## src/rtl/player_sprite.sv

```systemverilog
`default_nettype none
// player_sprite: single Atari-style sprite with double-buffered position and scaled/reflected
// line drawing. Optional sticky collision flag under PLAYER_SPRITE_COLLISION_EN. Rev 1.0
module player_sprite #(
  parameter int SHAPE_ROWS = 16
) (
  input  logic       raw_clk,
  input  logic       reset,
  input  logic       write_enable,
  input  logic [3:0] address,
  input  logic [7:0] data_in,
  input  logic [9:0] hpos,
  input  logic [9:0] vpos,
  input  logic       in_image,
  input  logic       playfield_on,
  output logic       pixel_on,
  output logic [7:0] red,
  output logic [7:0] green,
  output logic [7:0] blue,
  output logic       collision
);
  localparam int PTR_W = (SHAPE_ROWS > 1) ? $clog2(SHAPE_ROWS) : 1;

  typedef enum logic [1:0] {
    IDLE = 2'd0,
    DRAW = 2'd1,
    DONE = 2'd2
  } state_t;

  logic [7:0]       shape [SHAPE_ROWS];
  logic [PTR_W-1:0] ptr;
  logic [9:0]       xpos_s, ypos_s, xpos_a, ypos_a;
  logic             enable, reflect;
  logic [1:0]       scale;
  logic [7:0]       shift;
  state_t           state;
  logic [2:0]       bit_cnt, sub_cnt;

  logic             frame_start, line_start, in_band;
  logic [10:0]      v11, y11, height, v_off;
  logic [PTR_W-1:0] row;
  logic [2:0]       sub_max;
  logic             cur_draw, cur_pix;
  logic [2:0]       cur_bit, cur_sub;

  assign frame_start = (hpos == 10'd0) && (vpos == 10'd0);
  assign line_start  = (hpos == 10'd0);

  assign v11     = {1'b0, vpos};
  assign y11     = {1'b0, ypos_a};
  assign height  = 11'(SHAPE_ROWS) << scale;
  assign v_off   = v11 - y11;
  assign row     = PTR_W'(v_off >> scale);
  assign in_band = enable && (v11 >= y11) && (v11 < y11 + height);
  assign sub_max = 3'((4'd1 << scale) - 4'd1);

  // Shape RAM deliberately has no reset so its contents survive one.
  always_ff @(posedge raw_clk) begin
    if (write_enable && address == 4'd7)
      shape[ptr] <= data_in;
  end

  always_ff @(posedge raw_clk or posedge reset) begin
    if (reset) begin
      ptr     <= '0;
      xpos_s  <= 10'd0;
      ypos_s  <= 10'd0;
      xpos_a  <= 10'd0;
      ypos_a  <= 10'd0;
      enable  <= 1'b0;
      reflect <= 1'b0;
      scale   <= 2'd0;
      shift   <= 8'h00;
      red     <= 8'h00;
      green   <= 8'h00;
      blue    <= 8'h00;
    end else begin
      if (write_enable) begin
        case (address)
          4'd0: xpos_s[7:0] <= data_in;
          4'd1: xpos_s[9:8] <= data_in[1:0];
          4'd2: ypos_s[7:0] <= data_in;
          4'd3: ypos_s[9:8] <= data_in[1:0];
          4'd4: begin
            red   <= {data_in[7:5], data_in[7:5], data_in[7:6]};
            green <= {data_in[4:2], data_in[4:2], data_in[4:3]};
            blue  <= {data_in[1:0], data_in[1:0], data_in[1:0], data_in[1:0]};
          end
          4'd5: begin
            enable  <= data_in[7];
            scale   <= data_in[2:1];
            reflect <= data_in[0];
          end
          4'd6: ptr <= PTR_W'(data_in[3:0]);
          4'd7: ptr <= ptr + 1'b1;
          default: ;
        endcase
      end
      if (frame_start) begin
        xpos_a <= xpos_s;
        ypos_a <= ypos_s;
      end
      if (line_start)
        shift <= in_band ? shape[row] : 8'h00;
    end
  end

  // Resolve the pixel under the beam now so the registered output has one cycle of latency;
  // the IDLE->DRAW hit is pixel 0. A sprite at x=0 is never drawn since hpos==0 forces IDLE.
  always_comb begin
    cur_draw = 1'b0;
    cur_bit  = 3'd0;
    cur_sub  = 3'd0;
    if (!line_start) begin
      if (state == DRAW) begin
        cur_draw = 1'b1;
        cur_bit  = bit_cnt;
        cur_sub  = sub_cnt;
      end else if (state == IDLE && hpos == xpos_a) begin
        cur_draw = 1'b1;
        cur_sub  = sub_max;
      end
    end
    cur_pix = reflect ? shift[cur_bit] : shift[3'd7 - cur_bit];
  end

  always_ff @(posedge raw_clk or posedge reset) begin
    if (reset) begin
      state    <= IDLE;
      bit_cnt  <= 3'd0;
      sub_cnt  <= 3'd0;
      pixel_on <= 1'b0;
    end else begin
      pixel_on <= cur_draw && cur_pix && in_image;
      if (line_start) begin
        state   <= IDLE;
        bit_cnt <= 3'd0;
        sub_cnt <= 3'd0;
      end else if (cur_draw) begin
        if (cur_sub == 3'd0) begin
          if (cur_bit == 3'd7) begin
            state <= DONE;
          end else begin
            state   <= DRAW;
            bit_cnt <= cur_bit + 3'd1;
            sub_cnt <= sub_max;
          end
        end else begin
          state   <= DRAW;
          bit_cnt <= cur_bit;
          sub_cnt <= cur_sub - 3'd1;
        end
      end
    end
  end

`ifdef PLAYER_SPRITE_COLLISION_EN
  logic pf_q;

  // pf_q lines playfield_on up with the registered pixel_on; a hit beats a clear.
  always_ff @(posedge raw_clk or posedge reset) begin
    if (reset) begin
      pf_q      <= 1'b0;
      collision <= 1'b0;
    end else begin
      pf_q <= playfield_on;
      if (pixel_on && pf_q)
        collision <= 1'b1;
      else if (write_enable && address == 4'd8)
        collision <= 1'b0;
    end
  end
`else
  logic unused_playfield;
  assign unused_playfield = playfield_on;
  assign collision        = 1'b0;
`endif

endmodule
`default_nettype wire
```

## config.mk

```make
export PLATFORM = sky130hd
export DESIGN_NAME = player_sprite
export DESIGN_NICKNAME = d
export VERILOG_FILES = /design/src/rtl/player_sprite.sv
export SDC_FILE = /design/constraint.sdc
export NUM_CORES = 1
export LEC_CHECK = 0
export ABC_AREA = 0
export BUFFER_PORTS_ARGS = -buffer_cell sky130_fd_sc_hd__buf_2
export CAP_MARGIN = 30
export CORE_MARGIN = 1.5
export CORE_UTILIZATION = 55
export DETAILED_ROUTE_END_ITERATION = 8
export PLACE_DENSITY = 0.69
export REMOVE_ABC_BUFFERS = 1
export SYNTH_ARGS = -nofsm -noshare
export SYNTH_HDL_FRONTEND = slang
export SYNTH_SLANG_ARGS = --single-unit
```

## constraint.sdc

```tcl
create_clock -name raw_clk -period 4.82 [get_ports raw_clk]
set_input_delay 1.205 -clock raw_clk [delete_from_list [all_inputs] [get_ports raw_clk]]
set_output_delay 1.205 -clock raw_clk [all_outputs]
set_load 0.02 [all_outputs]
```

==> metrics.md, run 1 <==
| Metric | Value |
|---|---|
| Status | completed |
| Worst Hold Depth | 2 |
| Overflow after GRT | 0 |
| Clk_skew | 9.52 ps |
| Fin util | 63.0% |
| CORE AREA | 17200 um^2 |
| R2r startpoint | ypos_a[0] |
| Remaining DRCs | 0 |
| DRT iter0 DRCs | 475 |
| Reg clk slew, reported paths | 60 ps |
| RSZ-0062 raised after global routing | no |
| Post-cts sizing count | 0 |
| Final net count | 849 |
| Critical-path cell list | buf_2 > inv_1 > ha_1 > fa_1 > xor2_1 > o221ai_1 > or4b_1 > buf_4 > and3_1 > a211oi_1 > a2111oi_0 > or4_1 > a22o_1 |
| Ys async rst share | 36.3% |
| Root Driver | clkbuf_16 |
| Pleak | 4.32 nW |
| Final ANT Viol Nets | 0 |
| Hold Crit Class | flop to flop |
| Hold endpoint | ypos_a[9] |
| Final GP Congestion | 0.863 |
| Hold Slack | 486 ps |
| Vias in the first global route | 6127 |
| Most common cell in the netlist | edfxtp_1 |
| Fmax | 0.236 GHz |
| Post-Syn Area | 9580 um^2 |
| Peak VDD IR | 0.353 mV |
| Avg Inst Size Synth | 13.1 um^2 |
| Most used DFF post-synth | edfxtp_1 |
| Worst setup SP type | input pin |
| Port-buffer cells | 60 |
| R2R depth | 11 |
| Worst reg2reg setup slack | 1060 ps |
| CP max stage delay | 610 ps |
| Hold path startpoint | ypos_s[9] |
| Final wirelength | 21300 um |
| Max-slew violations | 0 |
| TNS Setup | 0 ps |
| Final critical-path share of the clock period | 87.8% |
| Post-synthesis sequential area ratio | 59.2% |
| Core Rows | 48 |
| TritonCTS clock tree | yes |
| Final min period | 4230 ps |
| Crit-path slowest cell | or4_1 |
| Die width | 135 um |
| Yosys reg bits | 201 |
| First-pass DRT Iterations | 5 |
| Hold-fix buffers, CTS | 0 |
| Vias/cell | 6.13 |
| Worst Path Required | 5200 ps |
| Max capacitance violation total | 0 |
| Clock Path Buffers | 3 |
| Clock net sink count | 201 |
| Initial antenna violation count | 0 |
| Starting Density | 55.8% |
| Max FO, Critical Path | 32 |
| H-tree Lvls | 1 |
| Element type at the critical path end | flop |
| Clk_lat worst skew | 490 ps |
| GRT Total Usage | 23.8% |
| R2R Path End | shift[6] |
| Syn. warnings | 0 |
| Yosys top cell area share | 40.1% |
| Number of synthesized flops with an enable pin | 128 |
| Antenna cell count | 0 |
| Top post-synthesis cells by area | edfxtp_1 40%, dfrtp_1 19%, mux2_2 5.1%, mux2i_1 4.0%, ha_1 3.7% |
| Power per standard cell area | 439 nW/um^2 |
| Distinct cells, synth | 61 |
| IO Pins | 63 |
| Most frequent cells after synthesis | 128 x edfxtp_1, 73 x dfrtp_1, 43 x mux2_2 |
| Final Hold Fails | 0 |
| Share of cells above drive strength 1 | 21.2% |
| Clock buffer count from CTS | 22 |
| Critical path class | input pin to flop |
| Power Total | 4.76 mW |
| Die Area | 18200 um^2 |
| Die H | 135 um |
| Syn-to-layout area delta | 13.0% |
| Final setup fails | 0 |
| Pin count of the biggest net entering global routing | 48 |
| DR WL/cell | 20.8 um |
| HPWL Detailed | 14100 um |
| Rel. slew slack | 29.3% |
| Signal arrival time at the worst endpoint | 4610 ps |
| Vias | 6272 |
| First-pass GRT wire length | 33200 um |
| Synth area leader | edfxtp_1 |
| Syn Inst Count | 732 |
| Setup bufs post-CTS | 0 |
| Worst slew pin tran | 1060 ps |
## layer usage
metal  routed length, um  share of wire, %  GRT usage [%]  vias up
met5                   0                 0              0        -
met4                 301               1.4           5.44        0
met3                1280               6.0           4.09       21
met2               10500                49           39.5      212
met1                9230                43           33.1     3124
li1                    -                 -              -     2915
## report_power, final
group	total (mW)	leakage (nW)	switching (mW)	internal, mW
Combinational	1.06	1.92	0.627	0.430
Sequential	2.02	2.04	0.0925	1.93
Clock	1.68	0.358	0.640	1.04
## cell families (layout without fill, tap and decap cells)
group / Yosys count / after routing / synth area share, %
flip-flops: 201 / 201 / 59.2
AND/OR/NAND/NOR: 167 / 167 / 9.51
AO/OA/AOI/OAI: 153 / 153 / 11.7
multiplexers: 84 / 84 / 9.73
buffers and inverters: 81 / 147 / 4.40
adder cells (fa/ha/maj): 30 / 30 / 4.08
XOR/XNOR: 15 / 15 / 1.37
other: 1 / 1 / 0.0391
## flip-flops by register name (all words and copies together), names as in the netlist
| signal | count |
|---|---|
| shape | 128 |
| pixel_on | 1 |
| ypos_s | 10 |
| enable | 1 |
| blue | 2 |
| state | 2 |
| ypos_a | 10 |
| shift | 8 |
| green | 3 |
| scale | 2 |
| red | 3 |
| xpos_s | 10 |
| reflect | 1 |
| bit_cnt | 3 |
| ptr | 4 |
| xpos_a | 10 |
| sub_cnt | 3 |
## per-stage QoR
stage                     cell area (um^2)  setup slack, ps  instances
after floorplan                       9240             -676        673
after global placement               10000              191        980
after detailed placement             10000              119        981
after CTS                            10800              628       1021
after global routing                 10800              406       1023
final                                10800              588       1023
## placed cells by master, fill, tap and decap left out, types with 6 or more instances in the layout
master / synthesis / layout
edfxtp_1: 128 / 128
dfrtp_1: 73 / 73
buf_2: 11 / 60
mux2_2: 43 / 43
mux2i_1: 38 / 38
nor2_1: 37 / 36
a211oi_1: 36 / 36
and3_1: 34 / 34
a2111oi_0: 33 / 33
nand2_1: 28 / 28
ha_1: 28 / 28
o21ai_0: 26 / 26
clkbuf_16: 0 / 24
inv_1: 22 / 21
buf_4: 19 / 21
a21oi_1: 15 / 14
xnor2_1: 13 / 13
nor3_1: 12 / 12
a22o_1: 10 / 10
o21a_1: 10 / 10
nand3_1: 8 / 8
or4_1: 8 / 8
nor2b_1: 6 / 6
clkinv_1: 0 / 6
## layout make-up
cell class                      count  area (um^2)
Multi-Input combinational cell    450         3500
Clock buffer                       28          636
Clock inverter                     12          108
Inverter                           22         82.6
Fill cell                        1324         6350
Timing Repair Buffer               85          546
Sequential cell                   201         5670
Tap cell                          225          282
## worst max-delay path by stage
stage          cells after the start        to  startpoint
6_report                          13  shift[6]     vpos[0]
5_1_grt                           13  shift[6]     vpos[0]
4_1_cts                           14  shift[7]     vpos[0]
3_5_place_dp                      14  shift[7]     vpos[0]
3_3_place_gp                      13  shift[6]     vpos[0]
2_1_floorplan                     10  shift[0]     vpos[0]
## worst max-delay path, delay by kind of cell
family | cells | cell delay (ps)
and+or+nand+nor | 3 | 1410
buffers and inverters | 3 | 400
xor gates and xnor gates | 1 | 230
AOI/OAI and AO/OA | 4 | 730
adders and majority gates | 2 | 620
Power figures use the tool's default switching activity.
==> inputs of run 2 (changes only) <==
--- a/config.mk
+++ b/config.mk
@@ -11,7 +11,7 @@
 export CORE_MARGIN = 1.5
 export CORE_UTILIZATION = 55
 export DETAILED_ROUTE_END_ITERATION = 8
-export PLACE_DENSITY = 0.69
+export PLACE_DENSITY = 0.72
 export REMOVE_ABC_BUFFERS = 1
 export SYNTH_ARGS = -nofsm -noshare
 export SYNTH_HDL_FRONTEND = slang
==> constraint.sdc (replaced) <==
create_clock -name raw_clk -period 3.4 [get_ports raw_clk]
set_input_delay 0.85 -clock raw_clk [delete_from_list [all_inputs] [get_ports raw_clk]]
set_output_delay 0.85 -clock raw_clk [all_outputs]
set_load 0.02 [all_outputs]
==> run 2 against run 1 <==
The run now ends with setup timing left. Cell count increased by 6.5%. Sequential share of layout area is 4.5 points lower. Die area unchanged. Total power is 53% higher. Largest cell class unchanged. Critical endpoint is now shift[4]. Sequential power increased by 41%. Critical path depth increased by 1. Via count increased by 8.1%. Non-clock buffer count increased by 68. Register-to-register slack worse by 1300 ps. Utilization grew 5.9 points. Routed wire length grew 12%. Critical path type unchanged.
==> metrics.md, run 2 (same netlist as run 1, synthesis figures left out) <==
| Metric | Value |
|---|---|
| Final ANT Viol Nets | 0 (unchanged) |
| Pre-CTS setup slack | -853 ps (-972 ps) |
| Metal2 WL | 11800 um (+12%) |
| Final worst slack | -231 ps (-819 ps) |
| Clk_lat worst skew | 500 ps (about the same) |
| Element type at the critical path end | flop |
| Worst setup SP type | input pin |
| Largest register FFs | 128 (unchanged) |
| Share of cells above drive strength 1 | 33.5% (+12 points) |
| Max-slew violations | 0 (unchanged) |
| Clock buffer count from CTS | 22 (unchanged) |
| Vias | 6780 (+8.1%) |
| Status | finished with violations |
| DRT met1 WL | 10200 um (+10%) |
| CORE AREA | 17200 um^2 (unchanged) |
| Peak VDD IR | 0.402 mV (+14%) |
| Final wirelength | 23900 um (+12%) |
| Max layer used | met4 |
| Syn-to-layout area delta | 23.6% |
| HPWL Detailed | 15500 um (+10%) |
| Hold Crit Class | input pin to asynchronous set/reset pin |
| Antenna cell count | 0 (unchanged) |
| Critical path class | input pin to flop |
| RSZ-0062 raised after global routing | yes |
| TritonCTS clock tree | yes |
| Remaining DRCs | 0 (unchanged) |
| Final Hold Fails | 0 (unchanged) |
| Failing checks | setup timing |
| Clock net sink count | 201 (unchanged) |
| Pleak | 4.73 nW (+9.5%) |
| Vias in the first global route | 6678 (+9.0%) |
| Signal arrival time at the worst endpoint | 4010 ps (-600 ps) |
| Final critical-path share of the clock period | 107% |
| Biggest register | shape |
| Hold Slack | 395 ps (-91.4 ps) |
| TNS Setup | -1020 ps (-1020 ps) |
| Final min period | 3630 ps |
| Power per standard cell area | 615 nW/um^2 (+40%) |
| Final net count | 917 (+8.0%) |
| DR WL met3 | 1510 um (+18%) |
| Starting Density | 55.8% (unchanged) |
| Overflow after GRT | 0 (unchanged) |
| Max FO, Critical Path | 6 (-81%) |
| Die H | 135 um (unchanged) |
| Max capacitance violation total | 0 (unchanged) |
| Final GP Congestion | 0.876 (+1.6%) |
| Die width | 135 um (unchanged) |
| First-pass GRT wire length | 36100 um (+8.7%) |
| Commonest non-fill, non-tap cells in the layout | 128 x edfxtp_1, 74 x buf_4, 72 x dfrtp_1, 59 x buf_2, 43 x mux2_2 |
| Initial antenna violation count | 0 (unchanged) |
| Port-buffer cells | 60 (unchanged) |
| DRT iter0 DRCs | 482 (+1.5%) |
| Clk_skew | 14.2 ps (+4.65 ps) |
| Commonest non-fill, non-tap cell in the layout | edfxtp_1 |
| Core Rows | 48 (unchanged) |
| Clock Path Buffers | 3 (unchanged) |
| Fmax | 0.275 GHz |
| Worst slew pin tran | 774 ps (-283 ps) |
| Pin count of the biggest net entering global routing | 41 (-15%) |
| First-pass DRT Iterations | 5 (unchanged) |
| Final setup fails | 8 (+8) |
| GRT Total Usage | 25.9% (+2.1 points) |
| IO Pins | 63 (unchanged) |
| H-tree Lvls | 1 (unchanged) |
| Root Driver | clkbuf_16 |
| Vias/cell | 6.22 (+1.5%) |
| Worst Path Required | 3780 ps (-1420 ps) |
| DR WL/cell | 22.0 um (+5.4%) |
| Die Area | 18200 um^2 (unchanged) |
| Power Total | 7.29 mW (+53%) |
| Rel. slew slack | 48.2% (+19 points) |
| Reg clk slew, reported paths | 60 ps (about the same) |
-- run 2: per-layer routing --
layer,vias to the layer above,global-route usage (%)
li1,3049,-
met5,-,0
met3,49,4.50
met2,243,42.8
met4,0,7.23
met1,3439,35.5
-- run 2: final timing paths --
| check | startpoint | end | slack (ps) | cells after the start |
|---|---|---|---|---|
| max | vpos[0] | shift[4] | -230 | 14 |
| min | reset | xpos_s[0] | 390 | 2 |
| max reg2reg | ypos_a[0] | shift[4] | -210 | 12 |
| min reg2reg | ypos_s[9] | ypos_a[9] | 480 | 2 |
| max in group asynchronous | reset | scale[1] | 2230 | 3 |
| min in group raw_clk | ypos_s[9] | ypos_a[9] | 480 | 2 |
-- run 2: critical path, stage by stage --
cell       delay, ps
buf_8             80
inv_4             30
ha_4             150
fa_2             380
xor2_2           210
o221ai_2         120
or4b_4           600
buf_6            170
and3_1           180
a211oi_2         230
a2111oi_2        110
buf_4            160
or4_1            520
a22o_1           220
-- run 2: stage by stage --
step	utilization, %	std cells	cell area (um^2)
global route	68.9	1090	11800
finish	68.9	1090	11800
detailed placement	61.6	1043	10600
CTS	67.2	1087	11500
floorplan	-	673	9240
global placement	61.6	1043	10600
-- run 2: area by class of cell --
class	instances	area [um^2]
clock buffer	27	601
clock inverter	12	138
fill	1221	5340
inverter	22	85.1
multi-input combinational	450	3850
sequential	201	5670
tap	225	282
timing repair buffer	153	1210
-- run 2: timing repair --
item,CTS,global route
resized for setup,47,58
buffers inserted,3,1
pin swaps,20,14
cloned,2,2
hold buffers,0,0
setup endpoints to repair,8,8
-- run 2: where the power goes --
part           leakage (nW)  internal (mW)  switching (mW)
Clock                 0.360           1.48           0.932
Combinational          2.33          0.936            1.09
Sequential             2.04           2.74           0.113
Total                  4.73           5.15            2.13
